<file path="src/rtl/mux_4to1_rr_stream_pkg.sv">
// Constants shared by the 4-to-1 round-robin stream mux and the matching demux benches.
package mux_4to1_rr_stream_pkg;

    localparam int N_CH  = 4;
    localparam int SEL_W = 2;

    // Pointer advance after a grant; the 2-bit width gives the 3 -> 0 wrap.
    function automatic logic [SEL_W-1:0] next_ptr(input logic [SEL_W-1:0] g);
        return g + SEL_W'(1);
    endfunction

endpackage

</file>
<file path="src/rtl/rr_arbiter_4.sv">
// Combinational 4-way round-robin arbiter: first request found at or after ptr wins.
module rr_arbiter_4
    import mux_4to1_rr_stream_pkg::*;
(
    input  logic [N_CH-1:0]  req,
    input  logic [SEL_W-1:0] ptr,
    output logic [N_CH-1:0]  gnt_onehot,
    output logic [SEL_W-1:0] gnt_idx,
    output logic             any
);

    logic [SEL_W-1:0] idx;

    always_comb begin
        gnt_onehot = '0;
        gnt_idx    = '0;
        any        = 1'b0;
        idx        = '0;
        for (int k = 0; k < N_CH; k++) begin
            idx = ptr + SEL_W'(k);
            if (!any && req[idx]) begin
                any     = 1'b1;
                gnt_idx = idx;
            end
        end
        if (any) begin
            gnt_onehot[gnt_idx] = 1'b1;
        end
    end

endmodule

</file>
<file path="src/rtl/mux_4to1_rr_stream.sv">
// Four valid/ready source channels merged onto one registered stream with a sel tag.
module mux_4to1_rr_stream
    import mux_4to1_rr_stream_pkg::*;
#(
    parameter int DATA_W = 4
) (
    input  logic              clk,
    input  logic              rst,
    input  logic [DATA_W-1:0] i0,
    input  logic [DATA_W-1:0] i1,
    input  logic [DATA_W-1:0] i2,
    input  logic [DATA_W-1:0] i3,
    input  logic [N_CH-1:0]   i_valid,
    output logic [N_CH-1:0]   i_ready,
    output logic [DATA_W-1:0] o,
    output logic [SEL_W-1:0]  sel,
    output logic              o_valid,
    input  logic              o_ready
);

    logic [SEL_W-1:0]  ptr;
    logic [N_CH-1:0]   gnt_onehot;
    logic [SEL_W-1:0]  gnt_idx;
    logic              any;
    logic              load_en;
    logic              load;
    logic [DATA_W-1:0] data_p0;
    logic [DATA_W-1:0] o_p1;
    logic [SEL_W-1:0]  sel_p1;
    logic              vld_p1;

    rr_arbiter_4 u_arb (
        .req        (i_valid),
        .ptr        (ptr),
        .gnt_onehot (gnt_onehot),
        .gnt_idx    (gnt_idx),
        .any        (any)
    );

    // Stage p0: arbitration and source select
    assign load_en = ~vld_p1 | o_ready;
    assign load    = load_en & any & ~rst;
    assign i_ready = load ? gnt_onehot : '0;

    always_comb begin
        data_p0 = '0;
        case (gnt_idx)
            2'd0:    data_p0 = i0;
            2'd1:    data_p0 = i1;
            2'd2:    data_p0 = i2;
            default: data_p0 = i3;
        endcase
    end

    // Stage p1: output register; reset also clears the held word
    always_ff @(posedge clk) begin
        if (rst) begin
            vld_p1 <= 1'b0;
            o_p1   <= '0;
            sel_p1 <= '0;
            ptr    <= '0;
        end else if (load) begin
            vld_p1 <= 1'b1;
            o_p1   <= data_p0;
            sel_p1 <= gnt_idx;
            ptr    <= next_ptr(gnt_idx);
        end else if (o_ready) begin
            vld_p1 <= 1'b0;
        end
    end

    assign o       = o_p1;
    assign sel     = sel_p1;
    assign o_valid = vld_p1;

endmodule

</file>
<file path="config.mk">
export PLATFORM = sky130hd
export DESIGN_NAME = mux_4to1_rr_stream
export DESIGN_NICKNAME = d
export VERILOG_FILES = /design/src/rtl/mux_4to1_rr_stream_pkg.sv /design/src/rtl/rr_arbiter_4.sv /design/src/rtl/mux_4to1_rr_stream.sv
export SDC_FILE = /design/constraint.sdc
export NUM_CORES = 1
export LEC_CHECK = 0
export CAP_MARGIN = 20
export CORE_MARGIN = 2
export CORE_UTILIZATION = 37
export DETAILED_ROUTE_END_ITERATION = 8
export PLACE_DENSITY = 0.84
export SYNTH_ARGS = -nofsm -noshare
export SYNTH_HDL_FRONTEND = slang
export SYNTH_SLANG_ARGS = --single-unit
export TNS_END_PERCENT = 1
</file>
<file path="constraint.sdc">
create_clock -name clk -period 2.7 [get_ports clk]
set_clock_uncertainty 0.05 [all_clocks]
set_input_delay 0.81 -clock clk [delete_from_list [all_inputs] [get_ports clk]]
set_output_delay 0.81 -clock clk [all_outputs]
set_load 0.01 [all_outputs]
</file>
==> metrics <==
Critical Path Start Type=primary input; final hold viol count=0; TritonCTS Sinks=9; via/cell ratio=5.762; Starting Density=40.42%; Final Routed Wirelength=2552 um; sequential-to-total area share from yosys stat=28.92%; failing checks=setup timing; Hold Crit Depth=2; site row count=14; Net Switching=0.1700 mW; hold_sp=o[0]; Simple-Gate Fraction of Synth Area=17.67%; Clock Tree Buf Depth=2; Post-Synth XOR/XNOR Area=0%; fin crit period=2.832 ns; RD Place Congestion=0.8285; Syn-to-layout area delta=103.0%; FFs w/ async S/R, synth=0%; Worst Setup SP=i_valid[2]; Worst-Margin Slew=0.3841 ns; kind of critical path=primary input to primary output; cell breakdown of the critical path=buf_8 -> nor2b_4 -> a221oi_4 -> buf_4 -> or2_4 -> ha_4 -> and2_4 -> buf_6; Clk pin slew, worst setup/hold paths=0.06 ns; Period Utilization, post-route=104.9%; wire per inst=17.85 um; Post-synth EDFFs=0; Pwr Density=420.1 mW/mm^2; Worst R2R Start=ptr[1]; relative max-transition margin=74.03%; Main synth FF type=dfxtp_1; area occupied by registers=180.2 sq um; Final ANT Viol Nets=0; initial antenna violation count=0; final core utilization=82.06%; DP Area=0.001050 sq mm; r2r setup slk=0.38 ns; Internal=0.3614 mW; synthesized netlist cell count=71; VDD IR-drop max=0.3901 mV; worst-path maximum fanout=4; htree depth=1; Die Height=45.04 um; R2R depth=9; Arrival @ worst endpoint=1.97 ns; port bufs=33; Setup-failing EPs final=4; die width=45.04 um; RSZ-0062 raised after global routing=yes; synthesized flop and latch total=9; capturing element type of the critical path=primary output; first-pass GRT wire length=3670 um; area of the die=0.002028 sq mm; area occupied by multi-input gates=515.5 sq um; NumNets Final=156; CP required=1.84 ns; antenna cells=0; number of global-route vias before repair=799; largest family of logic cells by synthesized area=compound AO/OA/AOI/OAI gates; syn_nets=99; most common cell in the netlist=dfxtp_1; TNS Setup=-0.4651 ns; Synthesis Warnings=0; share of layout cells above drive strength 1=43.31%; Synth Area in Adders=10.04%; fmax=0.3531 GHz; area fraction in compound gates after synthesis=28.11%; 1st-iter DRT viols=41; All-Layer GR Usage=26.16%; Num CTS Buffers=3; # DRC=0; cell taking the most area after synthesis=dfxtp_1; Finished Cell Area=0.001265 sq mm; max-slew violations=0; largest net degree at the start of global routing=11; GRT overflow=0; Clock power frac=20.5%; combinational power share=49.5%; CTS tree=built; count of cell types in the netlist=27; MaxCap Viol Count=0; Area contributors post-synth=dfxtp_1 29%, ha_1 10%, mux2_2 7.2%; layout filler cell count=95; Synth top area share=28.92%; slowest stage cell on the critical path=a221oi_4; hold_buf cts=0; Root Buffer=clkbuf_4; sequential power share=30.0%; Switching Share=31.99%; worst min-delay path class=register to register; CP peak stage delay=0.26 ns; drt pass-1 iters=4; setup slack after layout=-0.1319 ns; total core area=0.001541 sq mm; HPWL after DPL=1543 um; Vias=824; P_leak=0.5315 nW; synth cell count leaders=9 x dfxtp_1, 7 x inv_1, 6 x o211ai_1; hold endpoint=o[0]; mux cell area share after synthesis=8.835%; Skew-Pair Late Insertion Delay=0.27 ns; Mapped Avg Cell Area=8.776 sq um; Ports=34; synthesized cell area=623.1 sq um; reg2reg end=o[3]; outcome=finished, violations left
-- kinds of logic after synthesis --
kind of cell / count (synthesis)
AO/OA/AOI/OAI: 23
AND/OR/NAND/NOR: 19
buffers and inverters: 10
adder cells (fa/ha/maj): 5
flip-flops: 9
multiplexers: 5
-- power by group through the flow --
stage	sequential, mW	clock [mW]	combinational [mW]
6_report	0.159	0.109	0.263
3_5_place_dp	0.160	0	0.196
3_3_place_gp	0.159	0	0.190
4_1_cts	0.158	0.106	0.240
2_1_floorplan	0.164	0	0.0820
5_1_grt	0.160	0.116	0.279
-- critical path: cells and delay by family --
family                     cells  cell delay (ns)
adders and majority gates      1             0.13
buffers and inverters          3             0.37
and+or+nand+nor                3             0.40
AOI/OAI and AO/OA              1             0.26
-- state kept, by name, summed over array words and instances (netlist names) --
signal / flops
sel: 2
o: 4
o_valid: 1
ptr: 2
-- cell type report --
class / count / share of cell area, %
timing repair buffer: 55 / 39.27
inverter: 7 / 2.077
multi-input combinational: 52 / 40.75
clock buffer: 4 / 2.077
sequential: 9 / 14.24
tap: 16 / 1.583
-- worst max path at each step --
stage	to	slack [ns]
3_5_place_dp	i_ready[1]	-0.99
3_3_place_gp	i_ready[0]	-0.92
6_report	i_ready[0]	-0.13
2_1_floorplan	i_ready[0]	0.03
4_1_cts	i_ready[0]	-0.09
5_1_grt	i_ready[0]	-0.16
-- stage by stage --
stage / setup WS [ns] / instances / hold slack (ns) / power, mW
6_report: -0.1319 / 143 / 0.4507 / 0.5314
5_1_grt: -0.1637 / 143 / 0.4760 / 0.5548
4_1_cts: -0.09143 / 141 / 0.4555 / 0.5039
3_5_place_dp: -0.9931 / 129 / 0.4456 / 0.3568
2_1_floorplan: 0.02633 / 71 / 0.4445 / 0.2460
3_3_place_gp: -0.9216 / 129 / 0.4293 / 0.3489
-- cells in the final DEF, fill, tap and decap left out, drive strengths merged, types with 2 or more instances in the layout --
master	instances
a222oi	4
and2	5
buf	29
clkbuf	4
clkdlybuf4s50	25
dfxtp	9
ha	5
inv	7
mux2	4
nor2	3
nor2b	4
o211ai	6
o21ai	4
o31ai	3
or2	2
-- what timing repair did --
| action | CTS | global route |
|---|---|---|
| buffers inserted | 8 | 2 |
| pin swaps | 9 | 7 |
| gates resized for setup | 61 | 5 |
| endpoints found under the hold margin | 0 | 0 |
| endpoints found under the setup margin | 8 | 4 |
-- metal layers --
layer	wire length [um]	vias to the layer above	track usage [%]
li1	-	381	-
met2	1305	46	50.57
met3	196	8	8.800
met1	1003	389	25.55
met5	0	-	0
met4	48	0	8.235
Note: power is estimated with default switching activity, not from simulation.
